**src/rtl/packet_filler.sv**
```systemverilog
// +-----------------------------------------------------------------------------+
// | Module      : packet_filler                                                 |
// | Description : Packs a 32-bit big-endian stream packet into one buffer from  |
// |               word 0 and reports its byte length. Macro PACKET_FILLER_TKEEP_EN|
// |               adds s_tkeep for a partial last beat.                         |
// | Revision    : 1.0 - initial release                                         |
// +-----------------------------------------------------------------------------+
`default_nettype none

module packet_filler #(
   parameter int BYTE_ADDR_WIDTH = 12,
   parameter int ADDR_WIDTH      = BYTE_ADDR_WIDTH - 2
) (
   input  logic                     clk,
   input  logic                     rst_n,
   input  logic [31:0]              s_tdata,
   input  logic                     s_tvalid,
   output logic                     s_tready,
   input  logic                     s_tlast,
`ifdef PACKET_FILLER_TKEEP_EN
   input  logic [3:0]               s_tkeep,
`endif
   input  logic                     buf_rdy,
   output logic [ADDR_WIDTH-1:0]    wr_addr,
   output logic [31:0]              idata,
   output logic                     wr_en,
   output logic                     pkt_valid,
   output logic [BYTE_ADDR_WIDTH:0] pkt_len,
   output logic                     pkt_trunc,
   input  logic                     pkt_ack
);

   localparam logic [BYTE_ADDR_WIDTH:0] c_MAX_LEN = {1'b1, {BYTE_ADDR_WIDTH{1'b0}}};
   localparam logic [ADDR_WIDTH:0]      c_ONE     = {{ADDR_WIDTH{1'b0}}, 1'b1};

   typedef enum logic [1:0] {
      ST_IDLE = 2'd0,
      ST_FILL = 2'd1,
      ST_DONE = 2'd2
   } state_t;

   state_t                     r_state;
   state_t                     w_state_nxt;
   logic [ADDR_WIDTH:0]        r_word_cnt;
   logic                       r_trunc;
   logic [BYTE_ADDR_WIDTH:0]   r_len;
   logic                       w_accept;
   logic                       w_fill_entry;
   logic                       w_room;
   logic [2:0]                 w_last_bytes;
   logic [BYTE_ADDR_WIDTH:0]   w_len;

   always_ff @(posedge clk or negedge rst_n) begin
      if (!rst_n) r_state <= ST_IDLE;
      else        r_state <= w_state_nxt;
   end

   always_comb begin
      w_state_nxt = r_state;
      s_tready    = 1'b0;
      pkt_valid   = 1'b0;
      case (r_state)
         ST_IDLE: if (buf_rdy) w_state_nxt = ST_FILL;
         ST_FILL: begin
            s_tready = 1'b1;
            if (s_tvalid && s_tlast) w_state_nxt = ST_DONE;
         end
         ST_DONE: begin
            pkt_valid = 1'b1;
            if (pkt_ack) w_state_nxt = ST_IDLE;
         end
         default: w_state_nxt = ST_IDLE;
      endcase
   end

   assign w_accept     = s_tvalid & s_tready;
   assign w_fill_entry = (r_state == ST_IDLE) & buf_rdy;
   // Counter MSB set means all 2^ADDR_WIDTH words are used.
   assign w_room       = ~r_word_cnt[ADDR_WIDTH];

`ifdef PACKET_FILLER_TKEEP_EN
   // Only the leading run of ones from bit 3 counts.
   always_comb begin
      casez (s_tkeep)
         4'b0???: w_last_bytes = 3'd0;
         4'b10??: w_last_bytes = 3'd1;
         4'b110?: w_last_bytes = 3'd2;
         4'b1110: w_last_bytes = 3'd3;
         default: w_last_bytes = 3'd4;
      endcase
   end
`else
   assign w_last_bytes = 3'd4;
`endif

   assign w_len = (r_trunc | ~w_room) ? c_MAX_LEN
                : {r_word_cnt, 2'b00} + {{(BYTE_ADDR_WIDTH-2){1'b0}}, w_last_bytes};

   always_ff @(posedge clk or negedge rst_n) begin
      if (!rst_n) begin
         wr_en      <= 1'b0;
         wr_addr    <= '0;
         idata      <= '0;
         r_word_cnt <= '0;
         r_trunc    <= 1'b0;
         r_len      <= '0;
      end else begin
         wr_en <= 1'b0;
         if (w_fill_entry) begin
            r_word_cnt <= '0;
            r_trunc    <= 1'b0;
         end
         if (w_accept) begin
            if (w_room) begin
               wr_en      <= 1'b1;
               wr_addr    <= r_word_cnt[ADDR_WIDTH-1:0];
               idata      <= s_tdata;
               r_word_cnt <= r_word_cnt + c_ONE;
            end else begin
               r_trunc <= 1'b1;
            end
            if (s_tlast) r_len <= w_len;
         end
      end
   end

   assign pkt_len   = r_len;
   assign pkt_trunc = r_trunc;

endmodule

`default_nettype wire

```
**config.mk**
```make
export PLATFORM = sky130hd
export DESIGN_NAME = packet_filler
export DESIGN_NICKNAME = d
export VERILOG_FILES = /design/src/rtl/packet_filler.sv
export SDC_FILE = /design/constraint.sdc
export NUM_CORES = 1
export LEC_CHECK = 0
export BUFFER_PORTS_ARGS = -buffer_cell sky130_fd_sc_hd__buf_2
export CELL_PAD_IN_SITES_DETAIL_PLACEMENT = 2
export CELL_PAD_IN_SITES_GLOBAL_PLACEMENT = 2
export CORE_MARGIN = 2
export CORE_UTILIZATION = 29
export CTS_CLUSTER_SIZE = 16
export DETAILED_ROUTE_END_ITERATION = 10
export GPL_TIMING_DRIVEN = 0
export PLACE_DENSITY_LB_ADDON = 0.1
export SLEW_MARGIN = 40
export SYNTH_ARGS = -nofsm -noshare
export SYNTH_HDL_FRONTEND = slang
export SYNTH_SLANG_ARGS = --single-unit
```
**constraint.sdc**
```tcl
create_clock -name clk -period 1.84 [get_ports clk]
set_input_delay 0.368 -clock clk [delete_from_list [all_inputs] [get_ports clk]]
set_output_delay 0.368 -clock clk [all_outputs]
set_load 0.1 [all_outputs]
```
==> impl_metrics.yaml <==
placement:
  placement.io_buffers: 94
  place_ws_ns: 0.0349
  gp_congestion: 0.724
  hpwl_mm: 5.60
  placed_area_sq_um: 3470
drt:
  vias: 2432
  drc_errors: 0
  drtIter0Drc: 44
  ant_nets: 0
  viasPerCell: 4.47
  routedWlPerCell_microns: 14.5
  dr.pass1.iters: 3
  wl_mm: 7.87
floorplanning:
  ios: 97
  die_x_microns: 102
  coreArea_sq_um: 9280
  dieArea_sq_um: 10400
  die_y_microns: 102
  fp-row-count: 35
  initial_core_util: 0.301
layout:
  final_common_cell: "nand2_1"
  final_cell_mix: "143 x nand2_1, 95 x buf_2, 68 x dfrtp_1"
  fin_nets: 449
  final_cell_area_sq_um: 3730
  layout-drive-gt1-share: 0.301
  diodes: 0
  synthToLayoutAreaGrowth_pct: 33.2
clocking:
  cts_tree: "done"
  cts_setup_buffers: 0
  cts.reportedPaths.clkPinSlew_ns: 0.08
  htreeDepth: 3
  clk_path_buf_depth: 2
  clock_latency_ns: 0.34
  ctsRootBufferMaster: "clkbuf_8"
  cts.sinks: 68
  numCtsBuffers: 9
logic_synthesis:
  synth.top_cell.area_share: 0.609
  yosysWarnings: 0
  yosysSeqAreaShare: 0.609
  yosysUniqueCellTypes: 34
  synth_ff_type: "dfrtp_1"
  syn_area_sq_um: 2800
  synth_edf_count: 0
  netlist_instances: 303
  avgSynthCellArea_sq_um: 9.23
  ys_ff_latch: 68
  yosysTopAreaCell: "dfrtp_1"
  synthTopCellsByArea: "dfrtp_1 61%, nand2_1 19%, o21ai_0 3.9%, clkbuf_1 1.6%, xor2_1 1.6%"
  synthArstFlopShare: 1.00
global_route:
  antenna_found_initial: 0
  track_usage: 0.158
  grt_max_degree: 52
  grt_first_pass_wirelength_mm: 12.8
  grt_pass1_vias: 2629
  gr-total-overflow: 0
sta:
  finalSetupViolations: 0
  clock.fmax_mhz: 570
  hold_viol_final: 0
  whs_ns: 0.212
  period_share: 0.954
  finClkSkew_ns: 0.00940
  rsz0062_at_grt: "true"
  tns_ns: 0
  slew_violations: 0
  post-route-min-period_ns: 1.76
  setup_ws_ns: 0.0850
critical_path:
  arrival_ns: 1.39
  crit_type: "reg -> out"
  timing.rr.end: "idata[18]"
  rr_startpoint: "r_word_cnt[10]"
  crit_fanout: 4
  reg2reg_depth: 6
  rrSetupSlack_ns: 0.15
  cp.required_ns: 1.47
  critPathCaptureType: "output port"
  crit_path_start_kind: "register"
min_path:
  worstHoldPathCells: 2
  worstHoldEndpoint: "r_state[1]"
  hp-class: "in -> reg"
  min_from: "pkt_ack"
run:
  max_cap_viol_count: 0
outcome:
  status: "finished, final reports clean"
-- through the flow --
step | utilization | instances
final | 0.401 | 544
after global routing | 0.401 | 544
after CTS | 0.401 | 545
after detailed placement | 0.373 | 528
after global placement | 0.370 | 527
after floorplan | - | 304
-- routing by layer --
metal / global-route usage / vias up / wire [microns]
li1: - / 1167 / -
met5: 0 / - / 0
met3: 0.0404 / 9 / 449
met2: 0.258 / 60 / 3740
met1: 0.201 / 1196 / 3560
met4: 0.0615 / 0 / 123
-- logic make-up after synthesis --
logic type	Yosys count	synth area share
and+or+nand+nor	166	0.246
DFF	68	0.609
AOI/OAI and AO/OA	33	0.0676
buffers and inverters	26	0.0474
xor gates and xnor gates	8	0.0251
adders and majority gates	1	0.00447
other	1	0.00134
-- registers in the layout, summed over array words and instances (netlist names) --
name and count:
wr_addr 10, r_state 2, pkt_len 11, wr_en 1
r_word_cnt 11, idata 32, pkt_trunc 1
-- cells in the mapped netlist, drive strengths merged, types with 2 or more instances --
cell type,n
a21oi,3
and2,2
and3,2
buf,8
clkbuf,13
dfrtp,68
inv,4
nand2,143
nand3,6
nand4,2
nor2,3
o21ai,22
o31ai,4
or3,2
xnor2,3
xor2,5
-- final cells by class --
class	instances	area, sq um
timing repair buffer	96	517
multi-input combinational	210	966
inverter	5	18.8
fill	1094	5560
tap	129	161
buffer	20	113
clock inverter	6	111
sequential	68	1700
clock buffer	10	138
-- worst max-delay path, stage by stage, from the launching register on --
cell,delay (ns)
dfrtp_1,0.41
nand2b_1,0.17
inv_1,0.05
buf_2,0.41
-- how the worst max path moves through the flow --
stage	startpoint	end	slack, ns	cells after the start
after floorplan	r_state[1]	pkt_len[10]	0.04	5
after global placement	rst_n	idata[1]	-0.08	1
after detailed placement	s_tvalid	idata[25]	0.03	7
after CTS	r_state[0]	pkt_valid	0.06	3
after global routing	r_word_cnt[10]	idata[9]	-0.007	6
final	r_state[0]	pkt_valid	0.08	3
-- repair_timing --
action,in CTS,in global routing
endpoints found under the setup margin,1,17
pin swaps,0,0
hold buffers,1,0
endpoints found under the hold margin,17,0
resized for setup,1,4
Power is left out: the tool's default activity adds up to more than one toggle a clock period on the data nets, which glitch-free logic cannot reach.
